File: src/rtl/calc_port_responder.sv
// Answering end of the calc request/response port: captures a two-cycle
// request, waits LATENCY edges, then returns a one-cycle response code and data.
module calc_port_responder #(
  parameter int LATENCY = 3,
  parameter int DROP_W  = 8
) (
  input  logic              c_clk,
  input  logic              reset_n,
  input  logic [0:3]        req_cmd_in,
  input  logic [0:31]       req_data_in,
  output logic [0:1]        out_resp,
  output logic [0:31]       out_data,
  output logic              busy,
  output logic [0:DROP_W-1] drop_cnt
);

  typedef enum logic [1:0] {
    S_IDLE,
    S_OP2,
    S_EXEC
  } state_e;

  localparam logic [0:3] CMD_NONE = 4'd0;
  localparam logic [0:3] CMD_ADD  = 4'd1;
  localparam logic [0:3] CMD_SUB  = 4'd2;
  localparam logic [0:3] CMD_SHL  = 4'd5;
  localparam logic [0:3] CMD_SHR  = 4'd6;

  localparam logic [0:1] RESP_NONE = 2'd0;
  localparam logic [0:1] RESP_OK   = 2'd1;
  localparam logic [0:1] RESP_ERR  = 2'd2;

  localparam logic [3:0]        CNT_LOAD = 4'(LATENCY - 1);
  localparam logic [0:DROP_W-1] DROP_ONE = {{(DROP_W-1){1'b0}}, 1'b1};

  state_e            state_q, state_d;
  logic [0:3]        cmd_q;
  logic [0:31]       op1_q, op2_q;
  logic [3:0]        cnt_q;
  logic [0:1]        resp_q;
  logic [0:31]       data_q;
  logic [0:DROP_W-1] drop_q;

  logic              cmd_valid;
  logic              capture_op1, capture_op2, finish, drop;
  logic [0:1]        res_code;
  logic [0:31]       res_data;
  logic [32:0]       sum;
  logic [4:0]        shamt;

  assign cmd_valid = (req_cmd_in != CMD_NONE);

  // NOTE: sequential state uses non-blocking assignments so every register
  // samples the pre-edge values regardless of statement order.
  always_ff @(posedge c_clk or negedge reset_n) begin
    if (!reset_n) begin
      state_q <= S_IDLE;
    end else begin
      state_q <= state_d;
    end
  end

  // NOTE: the default assignment before the case keeps this block purely
  // combinational; without it an unlisted state would infer a latch.
  always_comb begin
    state_d = state_q;
    case (state_q)
      S_IDLE:  if (cmd_valid) state_d = S_OP2;
      S_OP2:   state_d = S_EXEC;
      S_EXEC:  if (cnt_q == 4'd0) state_d = S_IDLE;
      default: state_d = S_IDLE;
    endcase
  end

  always_comb begin
    busy        = (state_q != S_IDLE);
    capture_op1 = (state_q == S_IDLE) && cmd_valid;
    capture_op2 = (state_q == S_OP2);
    finish      = (state_q == S_EXEC) && (cnt_q == 4'd0);
    drop        = (state_q != S_IDLE) && cmd_valid;
  end

  always_comb begin
    sum      = {1'b0, op1_q} + {1'b0, op2_q};
    shamt    = op2_q[27:31];
    res_code = RESP_ERR;
    res_data = '0;
    case (cmd_q)
      CMD_ADD: begin
        if (!sum[32]) begin
          res_code = RESP_OK;
          res_data = sum[31:0];
        end
      end
      CMD_SUB: begin
        if (op2_q <= op1_q) begin
          res_code = RESP_OK;
          res_data = op1_q - op2_q;
        end
      end
      CMD_SHL: begin
        res_code = RESP_OK;
        res_data = op1_q << shamt;
      end
      CMD_SHR: begin
        res_code = RESP_OK;
        res_data = op1_q >> shamt;
      end
      default: begin
        res_code = RESP_ERR;
        res_data = '0;
      end
    endcase
  end

  // NOTE: operand and counter registers are reset as well so that no X ever
  // reaches the arithmetic or the response outputs after reset.
  always_ff @(posedge c_clk or negedge reset_n) begin
    if (!reset_n) begin
      cmd_q  <= CMD_NONE;
      op1_q  <= '0;
      op2_q  <= '0;
      cnt_q  <= '0;
      resp_q <= RESP_NONE;
      data_q <= '0;
      drop_q <= '0;
    end else begin
      if (capture_op1) begin
        cmd_q <= req_cmd_in;
        op1_q <= req_data_in;
      end
      if (capture_op2) begin
        op2_q <= req_data_in;
        cnt_q <= CNT_LOAD;
      end else if ((state_q == S_EXEC) && (cnt_q != 4'd0)) begin
        cnt_q <= cnt_q - 4'd1;
      end
      // Response is a single-cycle pulse; every other edge returns it to zero.
      resp_q <= finish ? res_code : RESP_NONE;
      data_q <= finish ? res_data : '0;
      if (drop && (drop_q != '1)) begin
        drop_q <= drop_q + DROP_ONE;
      end
    end
  end

  assign out_resp = resp_q;
  assign out_data = data_q;
  assign drop_cnt = drop_q;

endmodule
File: config.mk
export PLATFORM = sky130hd
export DESIGN_NAME = calc_port_responder
export DESIGN_NICKNAME = d
export VERILOG_FILES = /design/src/rtl/calc_port_responder.sv
export SDC_FILE = /design/constraint.sdc
export NUM_CORES = 1
export LEC_CHECK = 0
export ABC_AREA = 1
export CAP_MARGIN = 20
export CORE_ASPECT_RATIO = 1.5
export CORE_MARGIN = 2
export CORE_UTILIZATION = 35
export DETAILED_ROUTE_END_ITERATION = 8
export DONT_BUFFER_PORTS = 1
export MAX_ROUTING_LAYER = met4
export PLACE_DENSITY = 0.5
export SLEW_MARGIN = 20
export SYNTH_ARGS = -nofsm -noshare
export SYNTH_HDL_FRONTEND = slang
export SYNTH_SLANG_ARGS = --single-unit
File: constraint.sdc
create_clock -name c_clk -period 4.7 [get_ports c_clk]
set_clock_uncertainty 0.2 [all_clocks]
set_input_delay 0.94 -clock c_clk [delete_from_list [all_inputs] [get_ports c_clk]]
set_output_delay 0.94 -clock c_clk [all_outputs]
set_load 0.005 [all_outputs]
==> flow_metrics.py <==
metrics = {
    "synth": {
        "syn_avg_cell_area_um2": 5.57,
        "ys_top_cells_by_area": "nand2_1 25%, dfrtp_1 22%, nand3_1 11%",
        "ys_seq_elements": 116,
        "yosys.area.top_type": "nand2_1",
        "ys_types": 44,
        "synth_warnings": 0,
        "yosys.area.top_type_share": 0.254,
        "netlist_instances": 2384,
        "synth.net_count": 2492,
        "ys_seq_area_frac": 0.219,
        "synth_area_mm2": 0.0133,
    },
    "sta": {
        "timing.fmax_mhz": 272,
        "rsz0062_at_grt": "no",
        "setup-violations-final": 0,
        "finalHoldViolations": 0,
        "period_share": 0.783,
        "worst_pin_slew_ns": 1.14,
        "final_max_slew_viol_count": 0,
        "post-route-min-period_ns": 3.68,
        "max-slew-margin-rel": 0.240,
        "tns_ns": 0,
    },
    "worst_setup_path": {
        "ff2ff_path_depth": 11,
        "ff2ff_setup_slack_ns": 1.02,
        "start_kind": "register",
        "cp.required_ns": 4.89,
        "cp-end-kind": "register",
        "timing.rr.start": "op2_q[31]$_DFFE_PN0P_",
        "r2r-end": "out_data[10]$_DFF_PN0_",
        "cp_max_fo": 52,
        "worst_ep_arrival_time_ns": 3.87,
        "criticalPathCategory": "reg2reg",
    },
    "floorplanning": {
        "rows": 87,
        "core_mm2": 0.0376,
        "die_area_mm2": 0.0395,
        "ioPinCount": 81,
        "initial_core_util": 0.353,
        "die_x_um": 163,
        "die_y_um": 243,
    },
    "cells_and_area": {
        "final_cell_mix": "898 x nand2_1, 351 x inv_1, 282 x nand3_1",
        "fin_nets": 2427,
        "area_delta_synth_final_pct": 6.57,
        "diodes": 0,
        "drive_gt1_frac": 0.0399,
        "fin_util": 0.377,
        "fillCellCount": 4292,
        "layout_commonest_cell": "nand2_1",
    },
    "global_routing": {
        "antenna_found_initial": 0,
        "grt_max_degree": 117,
        "grt_pass1_wl_um": 88500,
        "grt_pass1_vias": 14485,
        "grt_usage": 0.313,
        "grt-ovfl-total": 0,
    },
    "placed_design": {
        "portBuffers": 0,
        "dp_hpwl_um": 46700,
        "place.gp.congestion": 1.02,
    },
    "routing": {
        "firstDrtPassIters": 6,
        "ant_nets": 0,
        "drc": 0,
        "wl_um": 59700,
        "vias": 14894,
        "first_iter_violations": 1459,
        "avgRoutedWirePerCell_um": 21.2,
        "vias_per_cell": 5.28,
    },
    "run": {
        "max_cap_viol_count": 0,
    },
    "clock_network": {
        "cts_buffers": 17,
        "clk_path_buf_depth": 2,
        "clk_latency_ns": 0.45,
        "cts_num_sinks": 116,
        "cts-root-buf": "clkbuf_16",
        "cts_tree": "done",
        "clkTransAtPathRegs_ns": 0.07,
        "htree_num_levels": 4,
    },
    "status": {
        "status": "finished, final reports clean",
    },
    "min_path": {
        "hold_class": "in2async",
    },
}
-- worst max-delay path, cell delays in order (launching register included) --
cell and delay (ns):
dfrtp_1 0.58, inv_2 0.77, nand2_1 0.22, o21ai_0 0.50, nand2_1 0.14, nand2_1 0.09, nand2_1 0.12, o21ai_0 0.45
nor2_1 0.23, nand3_1 0.13, nand2_1 0.05, inv_1 0.08
-- metal layers --
| layer | vias to the layer above | part of all wire | GRT usage |
|---|---|---|---|
| met5 | - | 0 | - |
| met4 | 0 | 0.068 | 0.183 |
| met3 | 158 | 0.042 | 0.0353 |
| met2 | 504 | 0.50 | 0.539 |
| met1 | 6945 | 0.39 | 0.345 |
| li1 | 7287 | - | - |
-- worst max path at each step --
stage,cells past startpoint,endpoint,slack (ns),startpoint
2_1_floorplan,19,out_data[11]$_DFF_PN0_,1.90,op2_q[28]$_DFFE_PN0P_
3_3_place_gp,11,out_data[10]$_DFF_PN0_,1.13,op2_q[31]$_DFFE_PN0P_
3_5_place_dp,11,out_data[10]$_DFF_PN0_,1.16,op2_q[31]$_DFFE_PN0P_
4_1_cts,11,out_data[10]$_DFF_PN0_,1.14,op2_q[31]$_DFFE_PN0P_
5_1_grt,17,out_data[31]$_DFF_PN0_,0.91,op2_q[31]$_DFFE_PN0P_
6_report,11,out_data[10]$_DFF_PN0_,1.02,op2_q[31]$_DFFE_PN0P_
-- metrics by stage --
stage	hold WS (ns)	cell area, um2	instances	setup WS [ns]
global route	0.287	14100	2821	0.914
floorplan	0.259	13300	2384	1.90
global placement	0.289	13600	2788	1.13
finish	0.241	14100	2821	1.02
CTS	0.277	14100	2821	1.14
detailed placement	0.298	13600	2788	1.16
-- final cells by class --
type / count / area [um2] / share of cell area
Clock buffer: 19 / 433 / 0.0306
Clock inverter: 13 / 111 / 0.00787
Inverter: 359 / 1350 / 0.0953
Multi-Input combinational cell: 1809 / 8600 / 0.608
Sequential cell: 116 / 2910 / 0.205
Tap cell: 489 / 612 / 0.0433
Timing Repair Buffer: 16 / 140 / 0.00991
-- registers in the layout, summed over array words and instances (netlist names) --
name and cells:
cmd_q 4, cnt_q 4, drop_cnt 8, op1_q 32
op2_q 32, out_data 32, out_resp 2, state_q 2
-- logic make-up (layout without fill, tap and decap cells) --
kind of cell | Yosys count | in the layout | synth area share
compound gates | 209 | 209 | 0.0882
mux | 2 | 2 | 0.00160
flops | 116 | 116 | 0.219
xor+xnor | 28 | 28 | 0.0185
simple gates | 1500 | 1500 | 0.470
fa+ha+maj | 70 | 70 | 0.0671
buf+inv | 459 | 407 | 0.136
-- timing repair --
item / 4_1_cts / 5_1_grt
setup buffers: 0 / 0
gates resized for setup: 0 / 0
endpoints found under the hold margin: 116 / 0
hold buffers: 1 / 0
-- Yosys cell counts, drive strengths merged --
master / number
nand2: 917
o21a: 3
nand4: 34
inv: 358
clkbuf: 51
nor3: 12
a22oi: 1
nand3b: 2
ha: 68
o21bai: 9
a21oi: 78
nand3: 284
a21o: 1
clkinv: 1
o21ai: 83
mux2: 1
and2: 11
o22ai: 2
buf: 49
o211ai: 27
xnor2: 3
a31oi: 3
nor2: 235
fa: 2
mux2i: 1
nor4: 1
or2: 4
dfrtp: 116
a21boi: 2
xor2: 25
Power is left out: the tool's default activity adds up to more than one toggle a clock period on the data nets, which glitch-free logic cannot reach.
==> edit 1, RTL diff (config.mk and constraints unchanged) <==
Reset style: synchronous (`reset_n`), changed in 2 clocked blocks.
--- a/src/rtl/calc_port_responder.sv
+++ b/src/rtl/calc_port_responder.sv
@@ -54,3 +54,3 @@
   // samples the pre-edge values regardless of statement order.
-  always_ff @(posedge c_clk or negedge reset_n) begin
+  always_ff @(posedge c_clk) begin
     if (!reset_n) begin
@@ -117,3 +117,3 @@
   // reaches the arithmetic or the response outputs after reset.
-  always_ff @(posedge c_clk or negedge reset_n) begin
+  always_ff @(posedge c_clk) begin
     if (!reset_n) begin
Behaviour: differs if reset_n is asserted again (counterexample within 4 cycles, from zero or initial values and one cycle with reset_n low); with reset_n held inactive, the same outputs for 4 cycles.
==> edit 1 against the unedited design <==
- final area fell by 2.9%
- sequential cell count is the same
- non-clock buffer count up 1
- wire length increased by 4.3%
- sequential share of layout area is 3.6 points lower
- cell count up 0.89%
- setup slack better by 0.44 ns
- worst hold slack gained 0.036 ns
- synthesized area down 3.3%
- critical endpoint is now out_data[0]
==> edit 1: results (changes against the unedited design) <==
routability congestion estimate=1.049 (+2.7%); share of the clock period used by the worst path=68.84% (-9.4 points); number of buffers created by CTS=17 (unchanged); share of cells above drive strength 1=3.939% (-0.049 points); status=completed; Total Routing Usage GR=33.30% (+2.0 points); number of detailed-route iterations in the first pass=8 (+2); worst supply voltage drop on vdd=0.2020 mV; Starting DRT DRC Count=1243 (-15%); sequential fraction of the synthesis area=18.08% (-3.8 points); CTS H-tree lvls=4 (unchanged); Clk Tree Root Cell=clkbuf_16; first-pass GRT wire length=90000 um (+1.7%); total wire length after detailed routing=62270 um (+4.3%); pin count of the biggest net entering global routing=74 (-37%); via count of the first global-routing pass=14480 (-0.062%); number of antenna violations at the first check in global routing=4 (+4); main flop type after synthesis=dfxtp_1; number of buffers between clock root and the deepest sink=2 (unchanged); number of fillers in the final layout=4172 (-2.8%); leading post-synthesis cells by cell area=nand2_1, dfxtp_1, nand3_1; register clock-pin slew on the reported worst setup and hold paths=0.07 ns (about the same); vias=15150 (+1.7%); number of buffers added on ports=0 (unchanged); minimum setup slack among reg-to-reg paths=1.46 ns (+0.44 ns); path class of the lowest-slack min-delay path=reg2reg; most common library cells after synthesis=nand2_1, inv_1, nor2_1; fraction of registers with async set/reset=0% (-100 points); Post-CTS Setup Inserts=0 (unchanged); leakage power of the design=around 7.5 nW; pin slew with the least headroom to its limit=0.9769 ns (-0.1589 ns); Layout Nets=2455 (+1.2%); # resized after CTS=0 (unchanged); critical path peak fanout=43 (-17%); count of cell types in the netlist=42 (-4.5%); estimated wirelength of the detail-placed design=51180 um (+9.7%); clock network latency to the later pin of the worst-skew pair=0.46 ns; Yosys Warn Count=0 (unchanged)
==> edit 1: metrics by stage <==
step	total power, mW	hold slack [ns]	cells	instance area, sq um
final	5.155	0.2777	2846	13740
after CTS	5.135	0.2819	2839	13720
after floorplan	2.891	0.2501	2421	12840
after global routing	5.462	0.3044	2846	13740
after global placement	3.728	0.2619	2806	13100
after detailed placement	3.725	0.2729	2807	13120
==> edit 1: layout make-up <==
class | instances | share of cell area (%)
multi-input combinational | 1838 | 63.43
sequential | 116 | 16.93
inverter | 358 | 9.781
tap | 478 | 4.353
clock buffer | 18 | 3.197
clock inverter | 14 | 1.193
timing repair buffer | 17 | 0.9836
antenna | 7 | 0.1275
==> edit 1: critical path, stage by stage, from the launching register on <==
cell and delay [ns]:
dfxtp_2 0.35, buf_4 0.28, fa_1 0.44, inv_1 0.18, nand2_1 0.12, nand2_1 0.11, nand3_2 0.08, nand2_2 0.15
nand2_2 0.08, nand3_2 0.08, nand2_2 0.07, a21oi_4 0.62, nand2_1 0.13, nand3_1 0.12, nand2_1 0.06, inv_1 0.08
==> edit 1: metal layers <==
layer | GRT usage, % | up-vias | part of all wire, %
li1 | - | 7422 | -
met1 | 31.67 | 6930 | 35
met2 | 58.09 | 586 | 49
met3 | 3.990 | 211 | 4.7
met4 | 31.78 | 0 | 11
met5 | - | - | 0
==> edit 1: kinds of logic after synthesis <==
logic type	share of synthesized area, %
AOI/OAI and AO/OA	11.03
xor gates and xnor gates	1.705
adders and majority gates	6.839
buffers and inverters	14.24
DFF	18.08
muxes	0.07795
and+or+nand+nor	48.02
==> edit 1: power by group <==
group | total, mW | switching, mW | internal (mW)
combinational | 2.58 | 1.89 | 0.684
clock | 1.40 | 0.592 | 0.810
sequential | 1.18 | 0.114 | 1.06
==> edit 1: path summary, 6_finish.rpt <==
check             cells after the start     endpoint        start
setup / recovery                     15  out_data[0]    op2_q[30]
hold / removal                        2  drop_cnt[3]  drop_cnt[3]
setup reg to reg                     15  out_data[0]    op2_q[30]
hold reg to reg                       2  drop_cnt[3]  drop_cnt[3]
==> edit 2, RTL diff (same flow settings) <==
Made on the original files. Set the parameter `DROP_W` to 12 (it was 8).
--- a/src/rtl/calc_port_responder.sv
+++ b/src/rtl/calc_port_responder.sv
@@ -4,3 +4,3 @@
   parameter int LATENCY = 3,
-  parameter int DROP_W  = 8
+  parameter int DROP_W  = 12
 ) (
Interface: changed (resized drop_cnt); port bits go from 81 to 85. The function was not compared with the original's and may differ.
==> edit 2 against the unedited design <==
- wire length rose by 11%
- maximum frequency up 3.1%
- critical path depth rose by 1
- final area grew 0.57%
- synthesized area is 0.12% higher
- count of clock-buffer cells in the layout is the same
- sequential cell count is 4 higher
- setup slack better by 0.11 ns
- largest cell class unchanged
Power is left out: the tool's default activity adds up to more than one toggle a clock period on the data nets, which glitch-free logic cannot reach.
==> edit 2: results (changes against the unedited design) <==
Worst slew margin=37.41% (+13 points); origin of the critical flop-to-flop path=op2_q[31]; share of cells above drive strength 1=3.843% (-0.15 points); crit path launch=op2_q[31]; most common library cells after synthesis=nand2_1, inv_1, nand3_1; syn_area_per_cell=5.617 sq um (+0.88%); count of cell types in the netlist=39 (-11%); Layout Nets=2411 (-0.66%); logic depth of the worst register-to-register path=12 (+1); Starting DRT DRC Count=1219 (-16%); crit path DAT=3.70 ns (-0.17 ns); synthesized net count=2474 (-0.72%); Critical-path top delay cell=inv_1; routability congestion estimate=1.000 (-2.1%); CTS H-tree lvls=4 (unchanged); number of antenna violations at the first check in global routing=1 (+1); critical path peak fanout=22 (-58%); leading post-synthesis cells by cell area=nand2_1, dfrtp_1, nand3_1; number of fillers in the final layout=4322 (+0.70%); number of vias per cell=5.308 (+0.53%); sequential fraction of the synthesis area=22.59% (+0.73 points); average wire length per cell after detail routing=23.69 um (+12%); R2R Path End=out_data[31]; delay of the slowest cell on the worst path=0.64 ns (-0.13 ns); estimated wirelength of the detail-placed design=54130 um (+16%); minimum setup slack among reg-to-reg paths=1.13 ns (+0.11 ns); main flop type after synthesis=dfrtp_1; status=completed; pin count of the biggest net entering global routing=114 (-2.6%); fraction of registers with async set/reset=100.0% (unchanged); first-pass GRT wire length=96250 um (+8.8%); via count of the first global-routing pass=14800 (+2.1%); Total Routing Usage GR=35.01% (+3.8 points); number of detailed-route iterations in the first pass=6 (unchanged); clock network latency to the later pin of the worst-skew pair=0.45 ns (about the same)
[edit 2: layout make-up]
cell class              count  area share [%]
diodes                      1         0.01759
clock buffers              19           3.113
clock inverters            13           1.011
inverters                 349           9.208
multi-input cells        1796           60.05
flip-flops and latches    120           21.13
well taps                 489           4.301
repair buffers             19           1.161
[edit 2: how the worst min path moves through the flow]
stage,slack (ns),endpoint,cells past startpoint,startpoint
global route,0.30,op2_q[7],1,reset_n
global placement,0.27,cnt_q[3],1,cnt_q[3]
finish,0.26,op1_q[1],1,reset_n
CTS,0.29,cnt_q[3],1,cnt_q[3]
detailed placement,0.27,cnt_q[3],1,cnt_q[3]
floorplan,0.24,cnt_q[3],1,cnt_q[3]
[edit 2: cell families after synthesis]
logic type	share of synthesized area, %
multiplexers	0.1506
XOR/XNOR	2.175
flip-flops	22.59
AO/OA/AOI/OAI	8.784
buffers and inverters	13.33
AND/OR/NAND/NOR	46.26
adder cells (fa/ha/maj)	6.703
[edit 2: repair_timing]
action                                  4_1_cts  5_1_grt
hold buffers                                  2        0
endpoints found under the setup margin        0        0
endpoints found under the hold margin       113        0
[edit 2: per-layer routing]
layer  wire (um)  track usage (%)  vias up  part of all wire [%]
met5           0                -        -                     0
met3        2421            3.640      188                   3.6
met4        7061            30.22        0                    11
met1       23350            34.25     6988                    35
met2       33650            61.09      481                    51
li1            -                -     7236                     -
[edit 2: metrics by stage]
stage                     utilization, %  hold slack, ns  cells  area (sq um)  setup slack (ns)
after floorplan                        -          0.2441   2366         13290             1.873
after global placement             36.21          0.2691   2771         13600             1.328
after detailed placement           36.21          0.2735   2771         13600             1.329
after CTS                          37.87          0.2897   2805         14220             1.294
after global routing               37.88          0.3048   2806         14230             1.048
final                              37.88          0.2553   2806         14230             1.132
